$ cat src/rtl/escalonador_pkg.sv
// Shared definitions for the image resize engine: scale modes, FSM states
// and the geometry helpers that place the scaled image inside the frame.
package escalonador_pkg;

    localparam logic [1:0] MODO_COPIA  = 2'b00;
    localparam logic [1:0] MODO_ZOOM   = 2'b01;
    localparam logic [1:0] MODO_DECIMA = 2'b10;
    localparam logic [1:0] MODO_MEDIA  = 2'b11;

    typedef enum logic [2:0] {
        ST_IDLE,
        ST_NEXT,
        ST_FETCH,
        ST_DRAIN,
        ST_WRITE,
        ST_FIN
    } estado_t;

    // Scaled output extent along one axis (serves both OW and OH).
    function automatic int calc_dim(input int src, input logic [1:0] modo);
        case (modo)
            MODO_COPIA: return src;
            MODO_ZOOM:  return 2 * src;
            default:    return src / 2;
        endcase
    endfunction

    // Centring offset along one axis (serves both OX and OY), floor division.
    function automatic int calc_off(input int dst, input int src, input logic [1:0] modo);
        return (dst - calc_dim(src, modo)) / 2;
    endfunction

endpackage

$ cat src/rtl/escalonador_imagem_gerador_enderecos.sv
// Raster walker: x/y counters, scaled source coordinates kept as a row base
// plus column term, the interior flag and both memory addresses.
module gerador_enderecos
    import escalonador_pkg::*;
#(
    parameter int SRC_W  = 320,
    parameter int SRC_H  = 240,
    parameter int DST_W  = 640,
    parameter int DST_H  = 480,
    parameter int SRC_AW = 17,
    parameter int DST_AW = 19
) (
    input  logic              clk,
    input  logic              reset,
    input  logic              clr,
    input  logic              adv,
    input  logic [1:0]        modo,
    input  logic [1:0]        rd_idx,
    output logic              interior,
    output logic              last,
    output logic [SRC_AW-1:0] src_addr,
    output logic [DST_AW-1:0] dst_addr
);

    localparam int XW = $clog2(DST_W + 1);
    localparam int YW = $clog2(DST_H + 1);
    localparam logic [XW-1:0] X_LAST = XW'(DST_W - 1);
    localparam logic [YW-1:0] Y_LAST = YW'(DST_H - 1);

    logic [XW-1:0]     x_q, x_d, u_q, u_d;
    logic [YW-1:0]     y_q, y_d, v_q, v_d;
    logic [SRC_AW-1:0] row_q, row_d;
    logic [DST_AW-1:0] dst_addr_q, dst_addr_d;
    logic [XW-1:0]     x_ini, x_fim;
    logic [YW-1:0]     y_ini, y_fim;
    logic              x_in, y_in;
    logic [SRC_AW-1:0] sx, row_step, k_off;

    always_comb begin
        x_ini = XW'(calc_off(DST_W, SRC_W, modo));
        x_fim = XW'(calc_off(DST_W, SRC_W, modo) + calc_dim(SRC_W, modo));
        y_ini = YW'(calc_off(DST_H, SRC_H, modo));
        y_fim = YW'(calc_off(DST_H, SRC_H, modo) + calc_dim(SRC_H, modo));
        x_in  = (x_q >= x_ini) && (x_q < x_fim);
        y_in  = (y_q >= y_ini) && (y_q < y_fim);

        sx       = SRC_AW'(u_q);
        row_step = SRC_AW'(SRC_W);
        case (modo)
            MODO_COPIA: begin
                sx       = SRC_AW'(u_q);
                row_step = SRC_AW'(SRC_W);
            end
            MODO_ZOOM: begin
                // Each source row is shown twice: advance only after odd v.
                sx       = SRC_AW'(u_q >> 1);
                row_step = v_q[0] ? SRC_AW'(SRC_W) : '0;
            end
            default: begin
                sx       = SRC_AW'({u_q, 1'b0});
                row_step = SRC_AW'(2 * SRC_W);
            end
        endcase

        // 2x2 block neighbours: bit0 steps right, bit1 steps one row down.
        k_off = (rd_idx[0] ? SRC_AW'(1) : '0) + (rd_idx[1] ? SRC_AW'(SRC_W) : '0);
    end

    always_comb begin
        x_d        = x_q;
        y_d        = y_q;
        u_d        = u_q;
        v_d        = v_q;
        row_d      = row_q;
        dst_addr_d = dst_addr_q;
        if (clr) begin
            x_d        = '0;
            y_d        = '0;
            u_d        = '0;
            v_d        = '0;
            row_d      = '0;
            dst_addr_d = '0;
        end else if (adv) begin
            dst_addr_d = dst_addr_q + DST_AW'(1);
            if (x_q == X_LAST) begin
                x_d = '0;
                u_d = '0;
                y_d = y_q + YW'(1);
                if (y_in) begin
                    v_d   = v_q + YW'(1);
                    row_d = row_q + row_step;
                end
            end else begin
                x_d = x_q + XW'(1);
                if (x_in) begin
                    u_d = u_q + XW'(1);
                end
            end
        end
    end

    always_ff @(posedge clk or posedge reset) begin
        if (reset) begin
            x_q        <= '0;
            y_q        <= '0;
            u_q        <= '0;
            v_q        <= '0;
            row_q      <= '0;
            dst_addr_q <= '0;
        end else begin
            x_q        <= x_d;
            y_q        <= y_d;
            u_q        <= u_d;
            v_q        <= v_d;
            row_q      <= row_d;
            dst_addr_q <= dst_addr_d;
        end
    end

    assign interior = x_in && y_in;
    assign last     = (x_q == X_LAST) && (y_q == Y_LAST);
    assign src_addr = row_q + sx + k_off;
    assign dst_addr = dst_addr_q;

endmodule

$ cat src/rtl/escalonador_imagem.sv
// Image resize engine top: start/done handshake, per-pixel FSM and the
// pixel accumulator feeding the frame-buffer write port.
module escalonador_imagem
    import escalonador_pkg::*;
#(
    parameter int SRC_W  = 320,
    parameter int SRC_H  = 240,
    parameter int DST_W  = 640,
    parameter int DST_H  = 480,
    parameter int PIX_W  = 8,
    parameter int SRC_AW = 17,
    parameter int DST_AW = 19
) (
    input  logic              clk,
    input  logic              reset,
    input  logic              start,
    input  logic [1:0]        modo,
    output logic              busy,
    output logic              done,
    output logic [SRC_AW-1:0] src_addr,
    input  logic [PIX_W-1:0]  src_data,
    output logic [DST_AW-1:0] dst_addr,
    output logic [PIX_W-1:0]  dst_data,
    output logic              dst_wren
);

    estado_t          estado_q, estado_d;
    logic [1:0]       modo_q, modo_d;
    logic [1:0]       rd_idx_q, rd_idx_d;
    logic [PIX_W+1:0] acc_q, acc_d, soma;
    logic             busy_q, busy_d;
    logic             done_q, done_d;
    logic             dst_wren_q, dst_wren_d;
    logic [PIX_W-1:0] dst_data_q, dst_data_d;
    logic             gen_clr, gen_adv, interior, last;

    gerador_enderecos #(
        .SRC_W  (SRC_W),
        .SRC_H  (SRC_H),
        .DST_W  (DST_W),
        .DST_H  (DST_H),
        .SRC_AW (SRC_AW),
        .DST_AW (DST_AW)
    ) u_gerador (
        .clk      (clk),
        .reset    (reset),
        .clr      (gen_clr),
        .adv      (gen_adv),
        .modo     (modo_q),
        .rd_idx   (rd_idx_q),
        .interior (interior),
        .last     (last),
        .src_addr (src_addr),
        .dst_addr (dst_addr)
    );

    always_comb begin
        estado_d   = estado_q;
        modo_d     = modo_q;
        rd_idx_d   = rd_idx_q;
        acc_d      = acc_q;
        busy_d     = busy_q;
        done_d     = 1'b0;
        dst_wren_d = 1'b0;
        dst_data_d = dst_data_q;
        gen_clr    = 1'b0;
        gen_adv    = 1'b0;
        soma       = acc_q + {2'b00, src_data};

        case (estado_q)
            ST_IDLE: begin
                if (start) begin
                    modo_d   = modo;
                    rd_idx_d = '0;
                    gen_clr  = 1'b1;
                    busy_d   = 1'b1;
                    estado_d = ST_NEXT;
                end
            end
            ST_NEXT: begin
                acc_d = '0;
                if (!interior) begin
                    dst_data_d = '0;
                    dst_wren_d = 1'b1;
                    estado_d   = ST_WRITE;
                end else if (modo_q == MODO_MEDIA) begin
                    rd_idx_d = 2'd1;
                    estado_d = ST_FETCH;
                end else begin
                    estado_d = ST_DRAIN;
                end
            end
            ST_FETCH: begin
                // Data returning now belongs to the address issued last cycle.
                acc_d    = soma;
                rd_idx_d = rd_idx_q + 2'd1;
                if (rd_idx_q == 2'd3) begin
                    rd_idx_d = '0;
                    estado_d = ST_DRAIN;
                end
            end
            ST_DRAIN: begin
                dst_data_d = (modo_q == MODO_MEDIA) ? PIX_W'(soma >> 2) : src_data;
                dst_wren_d = 1'b1;
                estado_d   = ST_WRITE;
            end
            ST_WRITE: begin
                if (last) begin
                    done_d   = 1'b1;
                    busy_d   = 1'b0;
                    estado_d = ST_FIN;
                end else begin
                    gen_adv  = 1'b1;
                    estado_d = ST_NEXT;
                end
            end
            ST_FIN: begin
                estado_d = ST_IDLE;
            end
            default: begin
                estado_d = ST_IDLE;
            end
        endcase
    end

    always_ff @(posedge clk or posedge reset) begin
        if (reset) begin
            estado_q   <= ST_IDLE;
            modo_q     <= '0;
            rd_idx_q   <= '0;
            acc_q      <= '0;
            busy_q     <= 1'b0;
            done_q     <= 1'b0;
            dst_wren_q <= 1'b0;
            dst_data_q <= '0;
        end else begin
            estado_q   <= estado_d;
            modo_q     <= modo_d;
            rd_idx_q   <= rd_idx_d;
            acc_q      <= acc_d;
            busy_q     <= busy_d;
            done_q     <= done_d;
            dst_wren_q <= dst_wren_d;
            dst_data_q <= dst_data_d;
        end
    end

    assign busy     = busy_q;
    assign done     = done_q;
    assign dst_wren = dst_wren_q;
    assign dst_data = dst_data_q;

endmodule

$ cat config.mk
export PLATFORM = sky130hd
export DESIGN_NAME = escalonador_imagem
export DESIGN_NICKNAME = d
export VERILOG_FILES = /design/src/rtl/escalonador_pkg.sv /design/src/rtl/escalonador_imagem_gerador_enderecos.sv /design/src/rtl/escalonador_imagem.sv
export SDC_FILE = /design/constraint.sdc
export NUM_CORES = 1
export LEC_CHECK = 0
export CORE_UTILIZATION = 55
export CTS_CLUSTER_DIAMETER = 50
export DETAILED_ROUTE_END_ITERATION = 10
export MAX_ROUTING_LAYER = met4
export PLACE_DENSITY = 0.79
export SYNTH_ARGS = -nofsm -noshare
export SYNTH_HDL_FRONTEND = slang
export SYNTH_SLANG_ARGS = --single-unit
$ cat constraint.sdc
create_clock -name clk -period 6.5 [get_ports clk]
set_input_delay 0.65 -clock clk [delete_from_list [all_inputs] [get_ports clk]]
set_output_delay 0.65 -clock clk [all_outputs]
set_load 0.01 [all_outputs]
==> impl.org, run 1 <==
** Floorplanning
- Area of the core :: 10840 sq um
- The die is 107.5 um tall.
- 60 I/O pins were placed.
- The die covers 11560 sq um.
- From left edge to right edge, the die measures 107.5 um.
- Effective utilization at floorplan :: 56.50%
- The initialized floorplan defines 38 standard-cell rows.

** STA
- Relative slew slack :: 31.65%
- Unrepaired setup endpoints after global routing :: no
- The final max-slew violation count came to 0.
- Summed over all failing endpoints, the final setup total negative slack is 0 ns.
- Final setup violation count :: 0
- Final hold violation count :: 0
- The smallest clock period supported by the final layout is computed as 5.852 ns.
- Slew at the pin closest to its max-slew limit :: 1.023 ns
- Timing would allow up to 0.1709 GHz.
- Tcrit/Tclk final :: 90.03%
- Clock skew :: 0.007737 ns

** Setup path
- The worst register-to-register path begins at modo_q[0]$_DFFE_PP0P_.
- CP Data Arrival Time :: 5.20 ns
- Launching instance or port of the critical path :: modo_q[0]$_DFFE_PP0P_
- WP data required :: 5.85 ns
- Critical path start-end classification :: reg -> out
- Critical Path Sink Type :: output pin
- Along the worst path, the maximum fanout reaches 18.
- STA classifies the critical path startpoint as a flop.

** Clocking
- In this run the deepest clock path goes through 2 buffers.
- Post-CTS timing repair inserted 0 buffers for setup.
- For this design, the sink count on the clock tree is 88.
- Hold repair after CTS inserted 0 buffers.
- The later pin in the worst-skew pair is clocked with a latency of 0.37 ns.
- The number of clock buffers added by TritonCTS is 9.
- TritonCTS built the clock tree.
- Clock transition at the registers of the reported paths :: 0.08 ns
- Post-CTS sizing :: 0
- CTS H-tree lvls :: 3
- Root buffer cell :: clkbuf_8

** Global routing
- Entering global routing, the biggest net connects 53 pins.
- Wire length of the first global-routing pass :: 23.80 mm
- In the global route stage, overall resource usage came out at 26.65%.
- Global-route congestion overflow total :: 0
- For met3 alone, demand over resource in global routing was 3.087%.
- Number of global-route vias before repair :: 5089
- Global routing consumed, on the met1 layer, 33.23% of the routing resources.
- Grt met2 use :: 44.51%
- Peak-usage layer in the global routing report :: met2
- The number of antenna violations at the first check in global routing came to 0.

** Synthesis
- Post-synthesis instance total :: 683
- Async S/R FF share, synth :: 100.0%
- For this run, the leading register cell type out of synthesis is dfrtp_1.
- Dividing the synthesized area by the synthesized cell count gives 8.967 sq um.
- Sequential share of the synthesized area :: 35.96%
- Area of the mapped netlist :: 6125 sq um
- Count of distinct cell types in the synthesized netlist :: 59
- Flop and latch count out of synthesis :: 88
- The Yosys step of the flow raised 0 warnings.
- Yosys mapped a number of flops with a built-in enable equal to 0.

** Layout
- Of the cells placed in the final design, the portion with a size suffix greater than 1 is 3.893%.
- # fillers :: 897
- Relative to the synthesized area, the layout overhead comes to 14.38%.
- In the final design database the tool counted 815 nets.
- Number of standard cells in the layout, taps in and fillers out :: 885
- Core Util, Final :: 64.62%
- Diode count :: 0

** Place
- Routability-driven placement finished with a final weighted congestion of 0.9337.
- Summed over all nets, the half-perimeter wirelength after detailed placement is 10.32 mm.
- Number of cells in the design after placement :: 870
- Port buffering added 59 buffers.

** Drt
- For this block, the via count after detailed routing is 5262.
- Average routed wire per standard cell :: 16.01 um
- DRT iter0 DRCs :: 296
- Final wirelength :: 14.17 mm
- Drt via density :: 5.946
- For this run, design rule violations remaining after detail routing come to 0.
- The first detailed-routing pass took 5 iterations.
- Post-route ant nets :: 0

** Power and ir drop
- The internal power of the cells totals 0.001128 W.
- Net switching is 41.96% of the power.
- Leakage :: 3.192 nW
- Net switching power :: 0.0008158 W
- Share of total power in sequential cells :: 36.5%
- Comb pwr share :: 46.7%
- Worst voltage drop across the vdd grid :: 0.0001782 V
- Pwr per Cell Area :: 277.5 nW/um^2
- Clock power frac :: 16.8%

** Hold path
- Worst min-delay path startpoint :: acc_q[2]$_DFFE_PP0P_
- Worst Hold Class :: reg -> reg

** Flow run
- Max Cap Viol :: 0

** Status
- The flow ran to the end, and the final reports show no timing, DRC or antenna violations.
[synthesized netlist by cell type (5+ instances only)]
cell type  instances  share of area, %
a21boi_0           5              0.61
a21o_1            15               1.8
a21oi_1           47               3.8
a22o_1             6              0.86
and2_1             6              0.61
and3_1            10               1.0
and4_1             6              0.86
buf_1              5              0.31
clkbuf_1          14              0.86
dfrtp_1           88                36
fa_1               5               1.6
ha_1              56                11
inv_1             24               1.5
mux2i_1           16               2.6
nand2_1           72               4.4
nand3_1           27               2.2
nand3b_1           5              0.61
nand4_1           12               1.2
nor2_1            58               3.6
nor2b_1            6              0.61
nor3_1            11              0.90
nor4_1             5              0.51
o21ai_0           46               3.8
o22ai_1           12               1.2
o31ai_1           12               1.5
or3_1             12               1.2
or4_1              5              0.61
xnor2_1           30               4.3
xor2_1            20               2.9
[placed cells by master (no fill, tap or decap), types with 8 or more instances in the layout]
cell / count
or3_1: 12
a21oi_1: 47
xor2_1: 20
nor2_1: 58
and3_1: 10
ha_1: 56
nand4_1: 12
xnor2_1: 30
nand2_1: 72
nor3_1: 11
nand3_1: 27
o21ai_0: 46
conb_1: 8
a21o_1: 15
dfrtp_1: 88
o31ai_1: 12
mux2i_1: 16
clkdlybuf4s50_1: 59
inv_1: 23
o22ai_1: 12
clkbuf_8: 9
[worst max-delay path, stage by stage (launching register included)]
cell             delay (ns)
dfrtp_1                0.77
nor2b_1                0.31
inv_1                  0.12
ha_1                   0.46
or2_2                  0.48
nor2_1                 0.13
ha_1                   0.15
ha_1                   0.16
inv_1                  0.06
fa_1                   0.40
nor2b_1                0.11
o21ai_0                0.09
a21boi_0               0.42
o211ai_1               0.20
a21boi_0               0.27
xor2_1                 0.17
clkdlybuf4s50_1        0.54
[final timing paths]
path / slack (ns) / end / cells past startpoint
max: 0.65 / src_addr[15] / 16
min: 0.49 / acc_q[2]$_DFFE_PP0P_ / 2
max reg2reg: 2.34 / dst_data[0]$_DFFE_PP0P_ / 10
min reg2reg: 0.49 / acc_q[2]$_DFFE_PP0P_ / 2
max in group asynchronous: 4.74 / u_gerador.v_q[0]$_DFFE_PP0P_ / 3
min in group asynchronous: 0.67 / acc_q[0]$_DFFE_PP0P_ / 2
[cell type report]
cell class              instances  area (sq um)  share of cell area (%)
clock inverters                 4         22.52                  0.3215
multi-input cells             555          3762                   53.71
repair buffers                 63         620.6                   8.859
inverters                      24         91.34                   1.304
flip-flops and latches         88          2202                   31.43
clock buffers                  11         131.4                   1.875
well taps                     140         175.2                   2.500
[power groups by stage]
stage / Sequential, W / Combinational, W / Clock (W)
2_1_floorplan: 0.000671 / 0.000673 / 0
3_3_place_gp: 0.000710 / 0.000859 / 0
3_5_place_dp: 0.000718 / 0.000894 / 0
4_1_cts: 0.000708 / 0.000901 / 0.000336
5_1_grt: 0.000721 / 0.00101 / 0.000354
6_report: 0.000709 / 0.000908 / 0.000327
[routing by layer]
metal  vias up  part of all wire (%)
met5         -                     0
met3        29                   4.2
met2       137                    48
li1       2570                     -
met4         0                   2.2
met1      2526                    45
[cell families after synthesis]
kind of cell             after synthesis  share of synthesized area, %
multiplexers                          16                         2.615
flip-flops                            88                         35.96
buffers and inverters                 46                         2.983
adder cells (fa/ha/maj)               61                         13.07
XOR/XNOR                              50                         7.150
AND/OR/NAND/NOR                      255                         21.49
other                                  2                        0.1226
AO/OA/AOI/OAI                        165                         16.61
[per-stage QoR]
step | cell area (sq um) | total power, W | setup slack (ns) | hold slack (ns)
final | 7005 | 0.001944 | 0.6479 | 0.4920
after CTS | 7005 | 0.001945 | 0.6329 | 0.4968
after global placement | 6852 | 0.001568 | 1.261 | 0.4724
after detailed placement | 6852 | 0.001612 | 1.040 | 0.4799
after floorplan | 6147 | 0.001344 | 1.806 | 0.4538
after global routing | 7005 | 0.002088 | 0.2664 | 0.5159
[flip-flops by register name (all words and copies together) (netlist names)]
signal,count
busy,1
rd_idx_q,2
u_gerador.row_q,11
dst_data,8
modo_q,2
estado_q,3
u_gerador.dst_addr,19
u_gerador.x_q,10
acc_q,10
u_gerador.y_q,9
dst_wren,1
u_gerador.v_q,1
u_gerador.u_q,10
done,1
No activity file was read; power rests on OpenSTA's default activity.
==> run 2: changes to the inputs <==
- CORE_MARGIN: default -> 4
==> impl.org, run 2 (synthesis results as in run 1) <==
** Status
- Result of the run :: finished clean

** Layout
- Highest-count cells in the layout ignoring fill and taps :: dfrtp_1, nand2_1, clkdlybuf4s50_1
- The library cell used most frequently in the layout, excluding fill and tap cells, is dfrtp_1.
- The number of nets in the layout came to 814 (-0.12%).
- Ratio of cells with drive above 1 in the final layout :: 4.027% (+0.13 points)
- Diode count :: 0 (unchanged)
- Core Util, Final :: 64.87% (+0.25 points)
- Largest register FFs :: 19 (unchanged)
- From synthesis to final layout, the design area changed by 15.32%.

** Floorplanning
- Die width :: 113.5 um (+5.6%)
- Die Area :: 12890 sq um (+11%)
- Area of the core :: 10890 sq um (+0.44%)
- The number of cell rows came to 38 (unchanged).
- The total I/O pin count is 60 (unchanged).
- Die Height :: 113.5 um (+5.6%)
- Effective utilization at floorplan :: 56.25% (-0.25 points)

** Setup path
- The cell family contributing the most delay on the critical path is compound AO/OA/AOI/OAI gates.
- Nature of the critical path startpoint :: flop
- The critical path goes through nor2b_1 -> inv_1 -> ha_1 -> or2_2 -> o21ai_0 -> ha_1 -> inv_1 -> fa_1 -> nor2b_1 -> o21ai_0 -> a21boi_0 -> o21ai_0 -> o21ai_0 -> xor2_1 -> clkdlybuf4s50_1.
- WP data required :: 5.85 ns (about the same)
- CP Data Arrival Time :: 5.30 ns (+0.10 ns)
- The number of buffer and inverter stages on the critical path is 3 (unchanged).
- Critical path start-end classification :: reg -> out
- The register-to-register setup slack is 2.35 ns (about the same).
- The maximum net fanout on the critical path came to 18 (unchanged).
- The delay of the slowest cell on the worst path came to 0.74 ns (-0.03 ns).
- On the critical path, the stage with the largest delay is an instance of dfrtp_1.
- STA classifies the critical path endpoint as an output pin.
- Counting stages on the worst path, the most repeated cell is o21ai_0.

** STA
- Final critical-path required period :: 5.949 ns (+0.09709 ns)
- Final WS setup :: 0.5508 ns (-0.09709 ns)
- The headroom to the max-slew limit was 28.81% (-2.8 points).
- The number of setup violations in the final report is 0 (unchanged).
- The post-route setup TNS came to 0 ns (unchanged).
- The period utilization is 91.53% (+1.5 points).
- Final hold violation count :: 0 (unchanged)
- Setup repair after global routing left no endpoint under its margin.
- Max-slew violation count :: 0 (unchanged)
- The transition time of the tightest slew-check pin came to 1.066 ns (+0.04255 ns).
- Clock skew :: 0.01605 ns (+0.008311 ns)
- The final hold slack was 0.4988 ns (+0.006841 ns).
- Highest clock frequency the design can meet :: 0.1681 GHz (-1.6%)

** Power and ir drop
- Sw Ratio :: 41.01% (-0.96 points)
- Worst voltage drop across the vdd grid :: 0.0001794 V (+0.66%)
- Clock power frac :: 20.7% (+3.9 points)
- Share of total power in sequential cells :: 34.8% (-1.7 points)
- The net switching power came to 0.0008402 W (+3.0%).
- Leakage :: 3.220 nW (+0.86%)
- The internal power consumption is 0.001209 W (+7.1%).
- Pwr per Cell Area :: 290.1 nW/um^2 (+4.5%)
- The logic gate share of total power came to 44.5% (-2.2 points).

** Drt
- Detailed Routing Iterations Pass 1 :: 5 (unchanged)
- The number of antenna-violating nets in the routed design came to 0 (unchanged).
- The wire length after detailed routing is 14.53 mm (+2.6%).
- The count of unresolved DRC violations after routing was 0 (unchanged).
- The via density per instance is 5.958 (+0.21%).
- The routed length per placed instance was 16.42 um (+2.6%).
- The number of vias in the routed layout is 5273 (+0.21%).
- DRT iter0 DRCs :: 328 (+11%)

** Clocking
- The number of buffers added by the clock tree synthesis step is 9 (unchanged).
- Clock net sink count :: 88 (unchanged)
- TritonCTS built the clock tree.
- Buffer depth of the longest clock path :: 2 (unchanged)
- The number of buffers inserted by post-CTS setup repair was 0 (unchanged).
- Post-CTS sizing :: 0 (unchanged)
- Clock transition at the registers of the reported paths :: 0.10 ns (+0.02 ns)
- CTS H-tree lvls :: 3 (unchanged)
- The later-pin clock latency in the skew report came to 0.37 ns (about the same).
- The number of buffers added to fix hold violations after cts is 0 (unchanged).
- Root buffer cell :: clkbuf_8

** Global routing
- Antenna violations before repair :: 0 (unchanged)
- The final global-route overflow total is 0 (unchanged).
- Number of global-route vias before repair :: 5353 (+5.2%)
- Wire length of the first global-routing pass :: 24.87 mm (+4.5%)
- Global-route usage over all layers :: 23.91% (-2.7 points)
- The largest net degree at the start of global routing was 69 (+30%).

** Place
- The final RePlAce weighted congestion was 0.9162 (-1.9%).
- Number of port buffers :: 59 (unchanged)
- The worst slack after detailed placement was 1.012 ns (-0.02813 ns).
- The post-detailed-placement half-perimeter wirelength was 10.67 mm (+3.4%).

** Flow run
- The count of max-cap constraint violations came to 0 (unchanged).

** Hold path
- The path class of the tightest hold or removal check is reg -> reg.
run 2: power groups by stage:
stage / sequential [W] / clock (W) / combinational [W]
6_report: 0.000713 / 0.000424 / 0.000912
4_1_cts: 0.000709 / 0.000430 / 0.000906
3_5_place_dp: 0.000720 / 0 / 0.000900
3_3_place_gp: 0.000712 / 0 / 0.000857
5_1_grt: 0.000725 / 0.000452 / 0.00101
2_1_floorplan: 0.000671 / 0 / 0.000673
run 2: final timing paths:
path / startpoint / end / cells after the start
setup / recovery: modo_q[0]$_DFFE_PP0P_ / src_addr[11] / 15
hold / removal: acc_q[3]$_DFFE_PP0P_ / acc_q[3]$_DFFE_PP0P_ / 2
setup reg to reg: modo_q[0]$_DFFE_PP0P_ / dst_data[0]$_DFFE_PP0P_ / 10
hold reg to reg: acc_q[3]$_DFFE_PP0P_ / acc_q[3]$_DFFE_PP0P_ / 2
max in group asynchronous: reset / modo_q[0]$_DFFE_PP0P_ / 3
min in group asynchronous: reset / dst_data[2]$_DFFE_PP0P_ / 2
run 2: layout make-up:
cell class                 instances  area (sq um)
fill                             886          3825
sequential                        88          2202
inverter                          24         91.34
timing repair buffer              62         613.1
multi-input combinational        555          3762
clock inverter                     6         91.34
tap                              140         175.2
clock buffer                      10         127.6
run 2: worst min-delay path: stages (launching register included):
cell and delay [ns]:
dfrtp_1 0.36, nand2_1 0.05, o21ai_0 0.06
run 2: per-stage QoR:
stage,cells,cell area [sq um],power (W)
5_1_grt,885,7063,0.002191
3_5_place_dp,869,6844,0.001620
6_report,885,7063,0.002049
2_1_floorplan,689,6147,0.001344
4_1_cts,885,7063,0.002045
3_3_place_gp,869,6844,0.001569
run 2: layer usage:
layer | global-route usage, % | up-vias | wire [um]
met5 | - | - | 0
met4 | 8.814 | 0 | 342
met3 | 3.873 | 33 | 593
met2 | 38.91 | 127 | 6991
met1 | 30.22 | 2538 | 6600
li1 | - | 2575 | -
==> run 3: changes to the inputs <==
- CORE_UTILIZATION: 55 -> 33
- PLACE_DENSITY: 0.79 -> 0.53
==> impl.org, run 3 (synthesis results as in run 1) <==
** Drt
- The wire length after detailed routing came to 14.98 mm (+3.1%).
- The number of detailed-route iterations in the first pass was 4 (-1).
- Average routed wire per standard cell :: 15.37 um (-6.3%)
- Post-route ant nets :: 0 (unchanged)
- The via density per instance was 5.309 (-11%).
- DRT iter0 DRCs :: 203 (-38%)
- The number of vias in the routed layout was 5171 (-1.9%).
- The count of unresolved DRC violations after routing was 0 (unchanged).

** Status
- Result of the run :: finished clean

** STA
- Relative slew slack :: 45.58% (+17 points)
- The post-route setup TNS is 0 ns (unchanged).
- The period utilization was 90.90% (-0.63 points).
- Final critical-path required period :: 5.908 ns (-0.04078 ns)
- The final max-slew violation count was 0 (unchanged).
- Final setup violation count :: 0 (unchanged)
- Final hold violation count :: 0 (unchanged)
- Clock skew :: 0.009753 ns (-0.006295 ns)
- The final hold slack was 0.4853 ns (-0.01355 ns).
- Final WS setup :: 0.5916 ns (+0.04078 ns)
- Slew at the pin closest to its max-slew limit :: 0.8134 ns (-0.2522 ns)
- Highest clock frequency the design can meet :: 0.1693 GHz (+0.69%)
- Unrepaired setup endpoints after global routing :: no

** Clocking
- The quantity of gates resized following cts came to 0 (unchanged).
- Clock transition at the registers of the reported paths :: 0.06 ns (-0.04 ns)
- Clock latency at the later pin of the worst-skew pair :: 0.35 ns (-0.02 ns)
- The maximum buffer depth of the clock tree was 2 (unchanged).
- TritonCTS built the clock tree.
- Clock net sink count :: 88 (unchanged)
- Inserted Clock Buffers :: 9 (unchanged)
- The number of levels in the clock H-tree came to 3 (unchanged).
- Count of buffers added by post-CTS timing repair for setup :: 0 (unchanged)
- Root buffer cell :: clkbuf_16
- Hold buffer count at cts :: 0 (unchanged)

** Layout
- Highest-count cells in the layout ignoring fill and taps :: dfrtp_1, nand2_1, clkdlybuf4s50_1
- The fraction of layout cells with a size suffix above 1 was 4.027% (unchanged).
- Post-synthesis to final-layout area growth :: 18.92%
- Most common library cell in the layout ignoring fill and taps :: dfrtp_1
- The flip-flop count of the largest register after layout is 19 (unchanged).
- The number of nets in the layout was 815 (+0.12%).
- The antenna diode count was 0 (unchanged).

** Power and ir drop
- The switching share of power was 38.73% (-2.3 points).
- Leakage :: 3.269 nW (+1.5%)
- Share of total power in sequential cells :: 32.4% (-2.4 points)
- The power density over cell area came to 300.4 nW/um^2 (+3.6%).
- The clock network power share came to 25.9% (+5.2 points).
- Internal cell power :: 0.001341 W (+11%)
- The maximum VDD drop was 0.0001479 V (-18%).
- The net switching power is 0.0008475 W (+0.86%).
- The logic gate share of total power came to 41.6% (-2.9 points).

** Global routing
- Pin count of the biggest net entering global routing :: 49 (-29%)
- Global-route congestion overflow total :: 0 (unchanged)
- Number of global-route vias before repair :: 5129 (-4.2%)
- The first-pass GRT wire length is 25.53 mm (+2.6%).
- Antenna violations before repair :: 0 (unchanged)
- The aggregate global-route resource usage came to 15.53% (-8.4 points).

** Setup path
- The worst setup path is launched from a flop.
- Largest fanout on the critical path :: 18 (unchanged)
- Register-to-register setup slack :: 2.54 ns (+0.19 ns)
- The endpoint required time on the critical path was 5.85 ns (about the same).
- Slowest CP cell :: dfrtp_1
- Critical Path, Cell by Cell :: nor2b_1 -> inv_1 -> ha_1 -> or2_2 -> nor2_1 -> ha_1 -> ha_1 -> inv_1 -> fa_1 -> nor2b_1 -> o21ai_0 -> a21boi_0 -> o21ai_0 -> o21ai_0 -> xor2_1 -> clkdlybuf4s50_1
- Largest stage delay on the critical path :: 0.76 ns (+0.02 ns)
- The critical path in this run is classified as reg -> out.
- Critical Path Sink Type :: output pin
- In this design, the largest share of critical-path delay is due to adder cells.
- Worst path buffer plus inverter count :: 3 (unchanged)
- The data arrival time of the worst path is 5.26 ns (-0.04 ns).

** Floorplanning
- Die Area :: 20800 sq um (+61%)
- Die width :: 144.2 um (+27%)
- The area of the core region was 18090 sq um (+66%).
- Cell row count :: 49 (+29%)
- IO Pins :: 60 (unchanged)
- The die boundary height came to 144.2 um (+27%).
- The starting utilization of the core area was 33.86% (-22 points).

** Flow run
- Max Cap Viol :: 0 (unchanged)

** Place
- Number of port buffers :: 59 (unchanged)
- Placed wire-length estimate after detailed placement :: 10.97 mm (+2.8%)
- Global placement routability congestion :: 0.8596 (-6.2%)
- The worst slack after detailed placement was 0.9290 ns (-0.08298 ns).

** Hold path
- The worst hold path belongs to the class reg -> reg.
[run 3: metrics by stage]
step	instances	utilization [%]	total power, W	area [sq um]
after CTS	974	40.27	0.002212	7283
final	974	40.27	0.002188	7283
after global placement	959	38.50	0.001600	6963
after floorplan	689	-	0.001344	6147
after global routing	974	40.27	0.002362	7283
after detailed placement	959	38.50	0.001634	6963
[run 3: final timing paths]
path                                       startpoint                              end  cells past startpoint
worst max-delay path            modo_q[0]$_DFFE_PP0P_                     src_addr[11]                     16
worst min-delay path             acc_q[4]$_DFFE_PP0P_             acc_q[4]$_DFFE_PP0P_                      2
worst max register to register  modo_q[0]$_DFFE_PP0P_  u_gerador.row_q[14]$_DFFE_PP0P_                     13
worst min register to register   acc_q[4]$_DFFE_PP0P_             acc_q[4]$_DFFE_PP0P_                      2
max in group asynchronous                       reset             acc_q[0]$_DFFE_PP0P_                      3
min in group asynchronous                       reset                 busy$_DFFE_PP0P_                      2
[run 3: cell type report]
class | count | area, sq um
tap | 229 | 286.5
sequential | 88 | 2202
clock buffer | 11 | 242.7
timing repair buffer | 63 | 620.6
clock inverter | 4 | 77.57
multi-input combinational | 555 | 3762
inverter | 24 | 91.34
fill | 1797 | 10800
[run 3: worst min-delay path: cells and delay by family (launching register included)]
kind / cells / cell delay (ns)
DFF: 1 / 0.35
AOI/OAI and AO/OA: 1 / 0.06
and+or+nand+nor: 1 / 0.05
[run 3: metal layers]
metal  track usage, %  part of all wire [%]
met3            2.116                   3.3
met5                -                     0
met4            4.909                   1.7
met2            24.57                    46
met1            20.76                    49
[run 3: power by group through the flow]
stage	registers [W]	clock network [W]	logic, W
after global placement	0.000715	0	0.000884
after CTS	0.000709	0.000583	0.000920
final	0.000710	0.000568	0.000911
after floorplan	0.000671	0	0.000673
after global routing	0.000724	0.000609	0.00103
after detailed placement	0.000719	0	0.000915
